File: src/rtl/rsa_pkg.sv
// Shared RSA datapath types: Montgomery engine state, exponentiation control state,
// and the accumulator headroom constant.
package rsa_pkg;

  typedef enum logic [1:0] {
    MMM_IDLE = 2'd0,
    MMM_ITER = 2'd1,
    MMM_SUB  = 2'd2,
    MMM_DONE = 2'd3
  } mmm_state_t;

  typedef enum logic [2:0] {
    CTRL_IDLE  = 3'd0,
    CTRL_MAP   = 3'd1,
    CTRL_SQR   = 3'd2,
    CTRL_MUL   = 3'd3,
    CTRL_REMAP = 3'd4,
    CTRL_DONE  = 3'd5
  } rsa_ctrl_state_t;

  // t + q*m < 4m, so two bits above the operand width are enough.
  localparam int MMM_ACC_EXTRA = 2;

endpackage

File: src/rtl/mmm_serial_engine_if.sv
// Request/response bundle between the RSA control FSM (master) and the
// Montgomery multiplier (slave).
interface mmm_serial_engine_if #(
  parameter int WIDTH = 8
);
  logic             start;
  logic [WIDTH-1:0] a;
  logic [WIDTH-1:0] b;
  logic [WIDTH-1:0] m;
  logic             busy;
  logic             done;
  logic             err;
  logic [WIDTH-1:0] r;

  modport master (output start, a, b, m, input busy, done, err, r);
  modport slave  (input start, a, b, m, output busy, done, err, r);
endinterface

File: src/rtl/mmm_serial_engine_iter_step.sv
// One radix-2 Montgomery step: acc_next = (acc + a_i*b + q*m) >> 1, q chosen so the
// sum is even.
module mmm_iter_step
  import rsa_pkg::*;
#(
  parameter int WIDTH = 8
) (
  input  logic [WIDTH+MMM_ACC_EXTRA-1:0] i_acc,
  input  logic                           i_a_bit,
  input  logic [WIDTH-1:0]               i_b,
  input  logic [WIDTH-1:0]               i_m,
  output logic [WIDTH+MMM_ACC_EXTRA-1:0] o_acc_next
);
  localparam int ACC_W = WIDTH + MMM_ACC_EXTRA;

  logic [ACC_W-1:0] w_t;
  logic [ACC_W-1:0] w_u;

  assign w_t        = i_acc + (i_a_bit ? {{MMM_ACC_EXTRA{1'b0}}, i_b} : '0);
  assign w_u        = w_t + (w_t[0] ? {{MMM_ACC_EXTRA{1'b0}}, i_m} : '0);
  assign o_acc_next = w_u >> 1;
endmodule

File: src/rtl/mmm_serial_engine.sv
// Bit-serial radix-2 Montgomery multiplier, R = A*B*2^-WIDTH mod M.
// Define MMM_FINAL_SUB_EN to include the final conditional subtraction (r < m).
module mmm_serial_engine
  import rsa_pkg::*;
#(
  parameter int WIDTH = 8
) (
  input  logic                clk,
  input  logic                rstb,
  input  logic                ena,
  mmm_serial_engine_if.slave  bus
);
  localparam int ACC_W = WIDTH + MMM_ACC_EXTRA;
  localparam int CNT_W = (WIDTH > 1) ? $clog2(WIDTH) : 1;

  mmm_state_t       r_state;
  mmm_state_t       w_state_nxt;
  logic [WIDTH-1:0] r_a;
  logic [WIDTH-1:0] r_b;
  logic [WIDTH-1:0] r_m;
  logic [WIDTH-1:0] r_res;
  logic [ACC_W-1:0] r_acc;
  logic [ACC_W-1:0] w_acc_nxt;
  logic [CNT_W-1:0] r_cnt;
  logic             r_err;
  logic             w_accept;
  logic             w_start_ok;
  logic             w_start_bad;
  logic             w_last;

  assign w_accept    = bus.start && ((r_state == MMM_IDLE) || (r_state == MMM_DONE));
  assign w_start_ok  = w_accept && bus.m[0];
  assign w_start_bad = w_accept && !bus.m[0];
  assign w_last      = (r_cnt == CNT_W'(WIDTH - 1));

  mmm_iter_step #(.WIDTH(WIDTH)) u_step (
    .i_acc      (r_acc),
    .i_a_bit    (r_a[r_cnt]),
    .i_b        (r_b),
    .i_m        (r_m),
    .o_acc_next (w_acc_nxt)
  );

`ifdef MMM_FINAL_SUB_EN
  logic [WIDTH-1:0] w_sub;
  logic             w_ge;
  // acc < 2m here, so the low WIDTH bits of acc - m are exact whenever acc >= m.
  assign w_sub = r_acc[WIDTH-1:0] - r_m;
  assign w_ge  = (r_acc >= {{MMM_ACC_EXTRA{1'b0}}, r_m});
`endif

  always_ff @(posedge clk) begin
    if (!rstb)     r_state <= MMM_IDLE;
    else if (ena)  r_state <= w_state_nxt;
  end

  always_comb begin
    w_state_nxt = r_state;
    case (r_state)
      MMM_IDLE: begin
        if (w_start_ok)       w_state_nxt = MMM_ITER;
        else if (w_start_bad) w_state_nxt = MMM_DONE;
      end
      MMM_ITER: begin
`ifdef MMM_FINAL_SUB_EN
        if (w_last) w_state_nxt = MMM_SUB;
`else
        if (w_last) w_state_nxt = MMM_DONE;
`endif
      end
      MMM_SUB:  w_state_nxt = MMM_DONE;
      MMM_DONE: begin
        if (w_start_ok)       w_state_nxt = MMM_ITER;
        else if (w_start_bad) w_state_nxt = MMM_DONE;
        else                  w_state_nxt = MMM_IDLE;
      end
      default:  w_state_nxt = MMM_IDLE;
    endcase
  end

  always_ff @(posedge clk) begin
    if (!rstb) begin
      r_acc <= '0;
      r_cnt <= '0;
      r_res <= '0;
      r_err <= 1'b0;
    end else if (ena) begin
      if (w_start_ok) begin
        r_a   <= bus.a;
        r_b   <= bus.b;
        r_m   <= bus.m;
        r_acc <= '0;
        r_cnt <= '0;
        r_err <= 1'b0;
      end else if (w_start_bad) begin
        r_err <= 1'b1;
        r_res <= '0;
      end else if (r_state == MMM_ITER) begin
        r_acc <= w_acc_nxt;
        r_cnt <= w_last ? '0 : r_cnt + 1'b1;
`ifndef MMM_FINAL_SUB_EN
        if (w_last) r_res <= w_acc_nxt[WIDTH-1:0];
`endif
      end
`ifdef MMM_FINAL_SUB_EN
      else if (r_state == MMM_SUB) begin
        r_res <= w_ge ? w_sub : r_acc[WIDTH-1:0];
      end
`endif
    end
  end

  assign bus.busy = (r_state == MMM_ITER) || (r_state == MMM_SUB);
  assign bus.done = (r_state == MMM_DONE);
  assign bus.err  = r_err;
  assign bus.r    = r_res;
endmodule

File: src/flat_wrapper.sv
// flat-port wrapper written by rule: the top's interface ports become plain ports
module mmm_serial_engine_flat import rsa_pkg::*;
#(
  parameter int WIDTH = 8
)
  (clk, rstb, ena, bus_start, bus_a, bus_b, bus_m, bus_busy, bus_done, bus_err, bus_r);
  mmm_serial_engine_if #(.WIDTH(WIDTH)) bus_i ();
  input  logic clk;
  input  logic rstb;
  input  logic ena;
  input wire logic [$bits(bus_i.start)-1:0] bus_start;
  input wire logic [$bits(bus_i.a)-1:0] bus_a;
  input wire logic [$bits(bus_i.b)-1:0] bus_b;
  input wire logic [$bits(bus_i.m)-1:0] bus_m;
  output wire logic [$bits(bus_i.busy)-1:0] bus_busy;
  output wire logic [$bits(bus_i.done)-1:0] bus_done;
  output wire logic [$bits(bus_i.err)-1:0] bus_err;
  output wire logic [$bits(bus_i.r)-1:0] bus_r;
  assign bus_i.start = bus_start;
  assign bus_i.a = bus_a;
  assign bus_i.b = bus_b;
  assign bus_i.m = bus_m;
  assign bus_busy = bus_i.busy;
  assign bus_done = bus_i.done;
  assign bus_err = bus_i.err;
  assign bus_r = bus_i.r;
  mmm_serial_engine #(.WIDTH(WIDTH)) u_core (.clk(clk), .rstb(rstb), .ena(ena), .bus(bus_i));
endmodule
File: config.mk
export PLATFORM = sky130hd
export DESIGN_NAME = mmm_serial_engine_flat
export DESIGN_NICKNAME = d
export VERILOG_FILES = /design/src/rtl/rsa_pkg.sv /design/src/rtl/mmm_serial_engine_if.sv /design/src/rtl/mmm_serial_engine_iter_step.sv /design/src/rtl/mmm_serial_engine.sv /design/src/flat_wrapper.sv
export SDC_FILE = /design/constraint.sdc
export NUM_CORES = 1
export LEC_CHECK = 0
export ABC_AREA = 1
export CORE_ASPECT_RATIO = 0.6
export CORE_MARGIN = 10
export CORE_UTILIZATION = 40
export DETAILED_ROUTE_END_ITERATION = 6
export GPL_ROUTABILITY_DRIVEN = 0
export PLACE_DENSITY = 0.59
export REMOVE_ABC_BUFFERS = 1
export SYNTH_ARGS = -nofsm -noshare
export SYNTH_HDL_FRONTEND = slang
export SYNTH_SLANG_ARGS = --single-unit
File: constraint.sdc
create_clock -name clk -period 5.5 [get_ports clk]
set_input_delay 1.1 -clock clk [delete_from_list [all_inputs] [get_ports clk]]
set_output_delay 1.1 -clock clk [all_outputs]
set_load 0.02 [all_outputs]
## Word-level counts from Yosys, hierarchy flattened

Cells that the tools add are included.

| operators by class | value |
|---|---|
| bitwise logic cells | 1 |
| divide/modulo/power cells | 0 |
| shift-type cells | 0 |
| multiplexer cells | 22 |
| $add $sub $neg | 3 |
| equality and inequality tests | 7 |
| multipliers | 0 |
| reduce and logical (&&, ||, !) cells | 16 |
| $lt $le $gt $ge | 1 |

Operators by type and width:

| operator | count |
|---|---|
| 8-bit 2-to-1 mux | 5 |
| 10-bit 2-to-1 mux | 3 |
| 3-bit 2-to-1 mux | 4 |
| 10-bit adder | 1 |
| 10-bit by 8-bit adder with 10-bit output | 1 |
| 2-bit 2-to-1 mux | 5 |
| 3-bit AND reduction | 3 |
| 2-bit case mux with 4 select lines | 1 |
| 2-bit nonzero test | 4 |
| 2-bit equality test (second input constant) | 2 |
| 3-bit by 4-bit < comparator with 1-bit output (second input constant) | 1 |
| 2-bit by 1-bit inequality test with 1-bit output (second input constant) | 2 |
| 4-bit AND reduction | 1 |
| 3-bit by 1-bit adder with 3-bit output (second input constant) | 1 |
| 1-bit binary-select mux with 3-bit select | 1 |
| 3-bit equality test (second input constant) | 1 |
| 1-bit logical AND | 3 |
| 1-bit 2-to-1 mux | 3 |
| 3-bit by 1-bit inequality test with 1-bit output (second input constant) | 1 |
| 2-bit by 1-bit equality test with 1-bit output (second input constant) | 1 |
| 2-bit zero test | 1 |
| 1-bit logical OR | 2 |
| 2-bit AND reduction | 1 |
| 1-bit zero test | 1 |
| 1-bit NOT | 1 |

| word-level totals | value |
|---|---|
| memories kept | 0 |
| bits in latches | 0 |
| memory bits (writable) | 0 |
| input port bits | 28 |
| bits in read-only memories | 0 |
| flip-flop bits (word level) | 48 |

## Depth between registers and ports, before layout

Gate-level depths: netlist of run 1.

| depth | value |
|---|---|
| word-level depth | 9 |
| gate-level depth with buffers | 23 |

## Hierarchy

A second synthesis of run 1 with hierarchy kept.

| second synthesis, totals | value |
|---|---|
| cells, all modules | 363 |
| area, all modules | 2901.5 um^2 |

By module, submodules not included:

| module | instances | area an instance (um^2) | cells an instance |
|---|---|---|---|
| mmm_serial_engine | 1 | 1994.4 | 200 |
| mmm_iter_step | 1 | 907.1 | 163 |

## Worst setup path before layout of run 1

OpenSTA, ideal clock, no wires.

| timing | value |
|---|---|
| path type | register to register |
| start | register u_core.r_cnt[0] |
| end | register u_core.r_res[4], in the netlist u_core.bus.r[4] |
| stages on the path, launching flop included | 22 |
| data required time | 5.366 ns |
| path buffers | 0 |
| arrival time | 3.080 ns |
| clock period less this slack | 3.214 ns |
| setup slack | 2.286 ns |
| cells stage by stage | dfxtp_1 > inv_2 > nor2_1 > o32ai_1 > o21ai_1 > nor2_1 > ha_1 > fa_1 > nand2_1 > nand2_1 > nand2_1 > xnor2_1 > ha_1 > nand2_2 > inv_1 > nand2_1 > nand2_1 > nor2_2 > inv_1 > or2_1 > nand3_1 > a21oi_1 |

| between the ends | value |
|---|---|
| word-level cells in the longest chain between the ends | 9 |

Ends and longest elaborated chain:

| item | line | source |
|---|---|---|
| start: declaration | mmm_serial_engine.sv:24 | `logic [CNT_W-1:0] r_cnt;` |
| start signal: assignment | mmm_serial_engine.sv:100 | `r_cnt <= w_last ? '0 : r_cnt + 1'b1;` |
| 1-bit binary-select mux with 3-bit select | mmm_serial_engine.sv:38 | `.i_a_bit (r_a[r_cnt]),` |
| 1-bit 2-to-1 mux (implied by the code) | mmm_serial_engine.sv:38 |  |
| 8-bit 2-to-1 mux | mmm_serial_engine_iter_step.sv:19 | `assign w_t = i_acc + (i_a_bit ? {{MMM_ACC_EXTRA{1'b0}}, i_b} : '0);` |
| 10-bit adder | mmm_serial_engine_iter_step.sv:19 |  |
| 8-bit 2-to-1 mux | mmm_serial_engine_iter_step.sv:20 | `assign w_u = w_t + (w_t[0] ? {{MMM_ACC_EXTRA{1'b0}}, i_m} : '0);` |
| 10-bit by 8-bit adder with 10-bit output | mmm_serial_engine_iter_step.sv:20 |  |
| 8-bit 2-to-1 mux | mmm_serial_engine.sv:102 | `if (w_last) r_res <= w_acc_nxt[WIDTH-1:0];` |
| 8-bit 2-to-1 mux | mmm_serial_engine.sv:98 | `end else if (r_state == MMM_ITER) begin` |
| 8-bit 2-to-1 mux | mmm_serial_engine.sv:95 | `end else if (w_start_bad) begin` |
| end signal: assignment | mmm_serial_engine.sv:102 |  |
| end: declaration | mmm_serial_engine.sv:21 | `logic [WIDTH-1:0] r_res;` |

Parallel ways exist; a longest one is shown, timed or not. The select of a mux whose other input is x is not followed.
A chain may end at the register's enable or synchronous reset.

## Final worst setup path of run 1

Same ends and word-level chain as after synthesis.

==> results of run 1 <==
==> how the worst max path moves through the flow <==
stage                                            start                      endpoint  slack (ps)  cells past startpoint
after global placement    u_core.r_cnt[0]$_SDFFE_PN0P_  u_core.bus.r[4]$_SDFFE_PN0P_        1890                     21
after floorplan           u_core.r_cnt[0]$_SDFFE_PN0P_  u_core.bus.r[4]$_SDFFE_PN0P_        2280                     21
after detailed placement  u_core.r_cnt[0]$_SDFFE_PN0P_  u_core.r_acc[6]$_SDFFE_PN0P_        1800                     21
after CTS                 u_core.r_cnt[0]$_SDFFE_PN0P_  u_core.r_acc[6]$_SDFFE_PN0P_        1740                     21
final                     u_core.r_cnt[0]$_SDFFE_PN0P_  u_core.bus.r[4]$_SDFFE_PN0P_        1760                     21
after global routing      u_core.r_cnt[0]$_SDFFE_PN0P_  u_core.r_acc[6]$_SDFFE_PN0P_        1360                     21
==> Yosys cell counts, types with 2 or more instances <==
master,n
nor2_1,29
nand3_1,9
a211oi_1,2
a21oi_1,28
nand3_2,2
a31oi_1,2
or2_1,2
nand2_2,6
o21ai_2,3
dfxtp_1,23
nand2_1,78
edfxtp_1,24
xor2_1,6
ha_1,21
o21bai_1,3
inv_2,4
xnor2_1,6
nor2_2,3
a21oi_2,2
o21ai_0,5
fa_1,2
o21ai_1,2
inv_1,39
==> layer usage <==
metal	vias to the layer above	wire length, µm	share of wire [%]
met5	-	0	0
met4	0	49	0.83
met3	5	380	6.4
met2	41	2051	35
met1	887	3439	58
li1	1109	-	-
==> worst max-delay path, cell delays in order, from the launching register on <==
cell     delay [ps]
dfxtp_1         450
inv_2            90
nor2_1          100
o32ai_1          90
o21ai_1         450
nor2_1           80
ha_1            250
fa_1            410
nand2_1          80
nand2_1         100
nand2_1         120
xnor2_1         150
ha_1            330
nand2_2         130
inv_1            40
nand2_1          50
nand2_1          50
nor2_2          180
inv_1            70
or2_1           220
nand3_1          80
a21oi_1          60
==> power by group through the flow <==
stage / Sequential (µW) / Clock, µW / Combinational, µW
after detailed placement: 415 / 0 / 313
after global placement: 414 / 0 / 310
after CTS: 408 / 348 / 316
after floorplan: 419 / 0 / 213
after global routing: 411 / 362 / 352
final: 408 / 340 / 313
==> kinds of logic (layout without fill, tap and decap cells) <==
group,after synthesis,count (layout),synth area share (%)
muxes,1,1,0.3716
DFF,47,47,43.85
and+or+nand+nor,134,134,21.83
buffers and inverters,47,89,7.617
xor gates and xnor gates,12,12,3.902
adders and majority gates,23,23,11.24
AOI/OAI and AO/OA,51,51,11.19
==> flip-flops by register name, indices dropped and copies added (netlist names) <==
name	flops
u_core.r_b	8
u_core.bus.err	1
u_core.r_m	8
u_core.r_a	8
u_core.r_acc	9
u_core.r_state	2
u_core.r_cnt	3
u_core.bus.r	8
==> per-stage QoR <==
step / total power, µW / cell area [µm²] / std cells
after global placement: 724.4 / 3142 / 436
after global routing: 1125 / 3306 / 444
after CTS: 1072 / 3306 / 444
after detailed placement: 728.9 / 3142 / 436
after floorplan: 631.7 / 2650 / 311
final: 1061 / 3306 / 444
==> layout make-up <==
type | count | area [µm²]
inverter | 43 | 161.4
clock buffer | 5 | 125.1
tap | 87 | 108.9
sequential | 47 | 1181
timing repair buffer | 38 | 380.4
clock inverter | 3 | 38.79
multi-input combinational | 221 | 1310
fill | 658 | 3313
==> qor.txt, run 1 <==
Met3 GRT Util = 4.251%
Pwr Density = 321.1 nW/µm²
Synth top area cells = edfxtp_1 (27%), dfxtp_1 (17%), nand2_1 (11%)
P_int = 726.6 µW
Final net count = 407
Number of vias per cell = 4.599
Ys Warns = 0
Setup Buffers After CTS = 0
Via Count = 2042
Mapped Cells = 315
Antenna viol nets, final = 0
CORE AREA = 6619 µm²
Worst R2R End = u_core.bus.r[4]$_SDFFE_PN0P_
Status = completed
Top_reg_cell synth = edfxtp_1
PortBufs = 38
Die W = 125.9 µm
Die area = 10520 µm²
Switching power = 334.9 µW
Drc violations = 0
Initial DRC Count = 167
CTS buffer count = 5
Seq cells post-synth = 47
Seq pwr share = 38.4%
Hold_ws = 465.5 ps
Hold crit path type = reg -> reg
Worst-Skew Late Latency = 290 ps
IO Count = 39
First-pass GRT wire length = 9970 µm
Vias in the first global route = 2048
Area leader, netlist = edfxtp_1
Worst Hold Launch = u_core.bus.r[2]$_SDFFE_PN0P_
Mapped Avg Cell Area = 8.552 µm²
Worst Skew = 3.675 ps
Max-cap violation count = 0
Area of the mapped netlist = 2694 µm²
Initial Util = 40.70%
Root Buffer = clkbuf_16
H-tree Lvls = 2
Largest net degree at the start of global routing = 25
Drt pass-1 iters = 4
FF-to-FF setup slack = 1760 ps
Final setup viols = 0
Post-CTS Resized = 0
Fin. Hold Viols = 0
Number of enable flip-flop cells after synthesis = 24
GR Util met2 = 14.04%
Switching Fraction = 31.55%
CP startpoint kind = flop
Clock tree sinks = 47
Die height = 83.57 µm
Hold depth = 2
Setup TNS Final = 0 ps
Minimum clock period = 3744 ps
Final period util = 68.08%
Wirelength, routed = 5920 µm
Combinational share of power = 29.5%
Hold_buf cts = 0
Clock power share = 32.1%
Drt wl/cell = 13.33 µm
Hold EP = u_core.bus.r[2]$_SDFFE_PN0P_
Post-synth top area share = 26.75%
Worst vdd ir = 132.0 µV
Reg-to-reg startpoint = u_core.r_cnt[0]$_SDFFE_PN0P_
Clk slew on worst S/H paths = 60 ps
Lkg Pwr = 0.001442 µW
Least-Margin Pin Slew = 1169 ps
Register area share after synthesis = 43.85%
Antenna cells = 0
Cell variety after synth = 37
Grt total ovfl = 0
Cell row count = 23
Fmax = 267.1 MHz
Post-synthesis async set-or-reset flop share = 0%
Synth-to-layout area growth = 22.71%
TritonCTS clock tree = done
M1 GR Usage = 17.50%
DP Worst Slack = 1796 ps
Crit. End Element = flop
Crit path max fanout = 8
Hpwl dp = 4703 µm
Layout cell share with drive strength beyond 1 = 8.964%
CP required = 5640 ps
GR peak layer = met1
Setup ws final = 1756 ps
Commonest non-fill, non-tap cells in the layout = nand2_1 (78), inv_1 (39), clkdlybuf4s50_1 (38), nor2_1 (28), a21oi_1 (28)
Max Root-Sink Buffers = 2
Commonest non-fill, non-tap cell in the layout = nand2_1
GRT Overall Usage = 11.39%
Initial antenna violation count = 0
Worst Reg-to-Reg Cells = 21
Unrepaired setup endpoints after global routing = no
Slew Viols, Final = 0
Critical Path AT = 3880 ps
Slew headroom = 21.99%
Final core utilization = 49.94%
WS Path Type = reg -> reg
Power figures use the tool's default switching activity.
==> run 2, diff against run 1 <==
==> constraint.sdc (replaced) <==
create_clock -name clk -period 3.9 [get_ports clk]
set_input_delay 0.78 -clock clk [delete_from_list [all_inputs] [get_ports clk]]
set_output_delay 0.78 -clock clk [all_outputs]
set_load 0.02 [all_outputs]
==> run 2 against run 1 <==
Net effect: total power rose by 42%; sequential power is 41% higher; critical path depth unchanged; final cell count rose by 0.45%; worst hold slack lost 0.82 ps; register-to-register slack got worse by 1400 ps; first-iteration DRC count up 3.0%; fmax rose by 7.0%; non-clock buffer count is 2 higher; combinational power up 43%; sequential share of layout area down 0.14 points; critical path type unchanged; largest power group unchanged.
==> qor.txt, run 2 (synthesis gave the netlist of run 1 again) <==
Status = completed
Worst vdd ir = 193.2 µV
Worst Skew = 6.557 ps
CORE AREA = 6619 µm²
Lkg Pwr = 0.001452 µW
Least-Margin Pin Slew = 725.7 ps
TritonCTS clock tree = done
Via Count = 2088
Largest register FFs = 9
Final core utilization = 50.19%
First-pass GRT wire length = 9963 µm
Layout fillers = 667
Commonest non-fill, non-tap cell in the layout = nand2_1
Largest register by flop count = u_core.r_acc
Unrepaired setup endpoints after global routing = no
Area of the multi-input gates = 1310 µm²
Grt total ovfl = 0
Antenna cells = 0
Vias in the first global route = 2067
Hpwl dp = 4669 µm
Worst Hold Launch = u_core.bus.r[2]$_SDFFE_PN0P_
Cell row count = 23
Final setup viols = 0
IO Count = 39
Clock tree sinks = 47
CP startpoint kind = flop
Final period util = 89.70%
Max Root-Sink Buffers = 2
Register area = 1182 µm²
Drc violations = 0
Fmax = 285.8 MHz
Crit path max fanout = 8
Pwr Density = 452.3 nW/µm²
Initial DRC Count = 172
Final net count = 409
Clk slew on worst S/H paths = 70 ps
Slew headroom = 51.57%
Root Buffer = clkbuf_16
Commonest non-fill, non-tap cells in the layout = nand2_1 (78), inv_1 (39), clkdlybuf4s50_1 (38), nor2_1 (28), a21oi_1 (28)
Worst Reg-to-Reg Cells = 21
Drt pass-1 iters = 4
Wirelength, routed = 5926 µm
Initial Util = 40.70%
Hold_buf cts = 0
Fin. Hold Viols = 0
Die W = 125.9 µm
Hold crit path type = reg -> reg
Worst R2R End = u_core.bus.r[6]$_SDFFE_PN0P_
Die area = 10520 µm²
CTS buffer count = 5
H-tree Lvls = 2
Synth-to-layout area growth = 23.32%
CP required = 4100 ps
Hold EP = u_core.bus.r[2]$_SDFFE_PN0P_
WS Path Type = reg -> reg
Setup TNS Final = 0 ps
Drt wl/cell = 13.29 µm
Largest net degree at the start of global routing = 25
Antenna viol nets, final = 0
Initial antenna violation count = 0
FF-to-FF setup slack = 400 ps
Worst-Skew Late Latency = 290 ps
Number of vias per cell = 4.682
Layout cell share with drive strength beyond 1 = 9.749%
GRT Overall Usage = 11.29%
PortBufs = 38
Reg-to-reg startpoint = u_core.r_cnt[0]$_SDFFE_PN0P_
Worst setup path startpoint = u_core.r_cnt[0]$_SDFFE_PN0P_
Die height = 83.57 µm
Max-cap violation count = 0
Crit. End Element = flop
Minimum clock period = 3498 ps
Slew Viols, Final = 0
Critical Path AT = 3700 ps
Hold depth = 2
-- run 2: cell count changes in the layout (fill, tap and decap cells not counted), sizes merged --
cell,before,now
buf,0,2
-- run 2: critical path, cell delays in order, from the launching register on --
cell and delay, ps:
dfxtp_2 390, mux2i_1 220, o221ai_1 120, o21ai_1 90
buf_4 160, nor2_1 50, ha_1 230, fa_1 410
nand2_1 80, nand2_1 80, nand2_1 100, xnor2_1 160
ha_1 340, nand2_2 130, inv_1 40, nand2_1 50
nand2_1 50, nor2_2 180, o21ai_2 70, xor2_1 230
nand2_1 90, a21oi_1 130
-- run 2: routing by layer --
| layer | vias up | global-route usage [%] | routed length, µm |
|---|---|---|---|
| li1 | 1114 | - | - |
| met1 | 908 | 17.26 | 3459 |
| met2 | 61 | 14.47 | 2017 |
| met3 | 5 | 3.426 | 398 |
| met4 | 0 | 2.781 | 51 |
| met5 | - | 0 | 0 |
-- run 2: worst max-delay path by stage --
stage | to | slack [ps]
after floorplan | u_core.bus.r[4]$_SDFFE_PN0P_ | 680
after global placement | u_core.bus.r[4]$_SDFFE_PN0P_ | 460
after detailed placement | u_core.bus.r[4]$_SDFFE_PN0P_ | 360
after CTS | u_core.bus.r[6]$_SDFFE_PN0P_ | 330
after global routing | u_core.bus.r[4]$_SDFFE_PN0P_ | 50
final | u_core.bus.r[6]$_SDFFE_PN0P_ | 400
-- run 2: final cells by class --
cell class	instances	area share (%)
multi-input cells	221	39.44
flip-flops and latches	47	35.59
repair buffers	40	11.90
inverters	43	4.859
clock buffers	5	3.766
well taps	87	3.277
clock inverters	3	1.168
-- run 2: through the flow --
stage / hold slack (ps) / instances / instance area [µm²] / worst slack (ps) / total power [µW]
finish: 464.7 / 446 / 3322 / 401.6 / 1502
global route: 479.5 / 446 / 3322 / 51.06 / 1589
CTS: 465.3 / 446 / 3321 / 332.9 / 1518
detailed placement: 454.8 / 438 / 3157 / 362.0 / 1033
global placement: 451.6 / 438 / 3157 / 462.1 / 1026
floorplan: 445.2 / 311 / 2650 / 677.8 / 890.9
-- run 2: what timing repair did --
item / CTS / global route
setup endpoints to repair: 0 / 3
setup buffers: 0 / 0
resized for setup: 0 / 1
-- run 2: where the power goes --
part           total (µW)  internal, µW  switching, µW
sequential            575           553           22.4
combinational         449           177            272
clock                 478           299            179
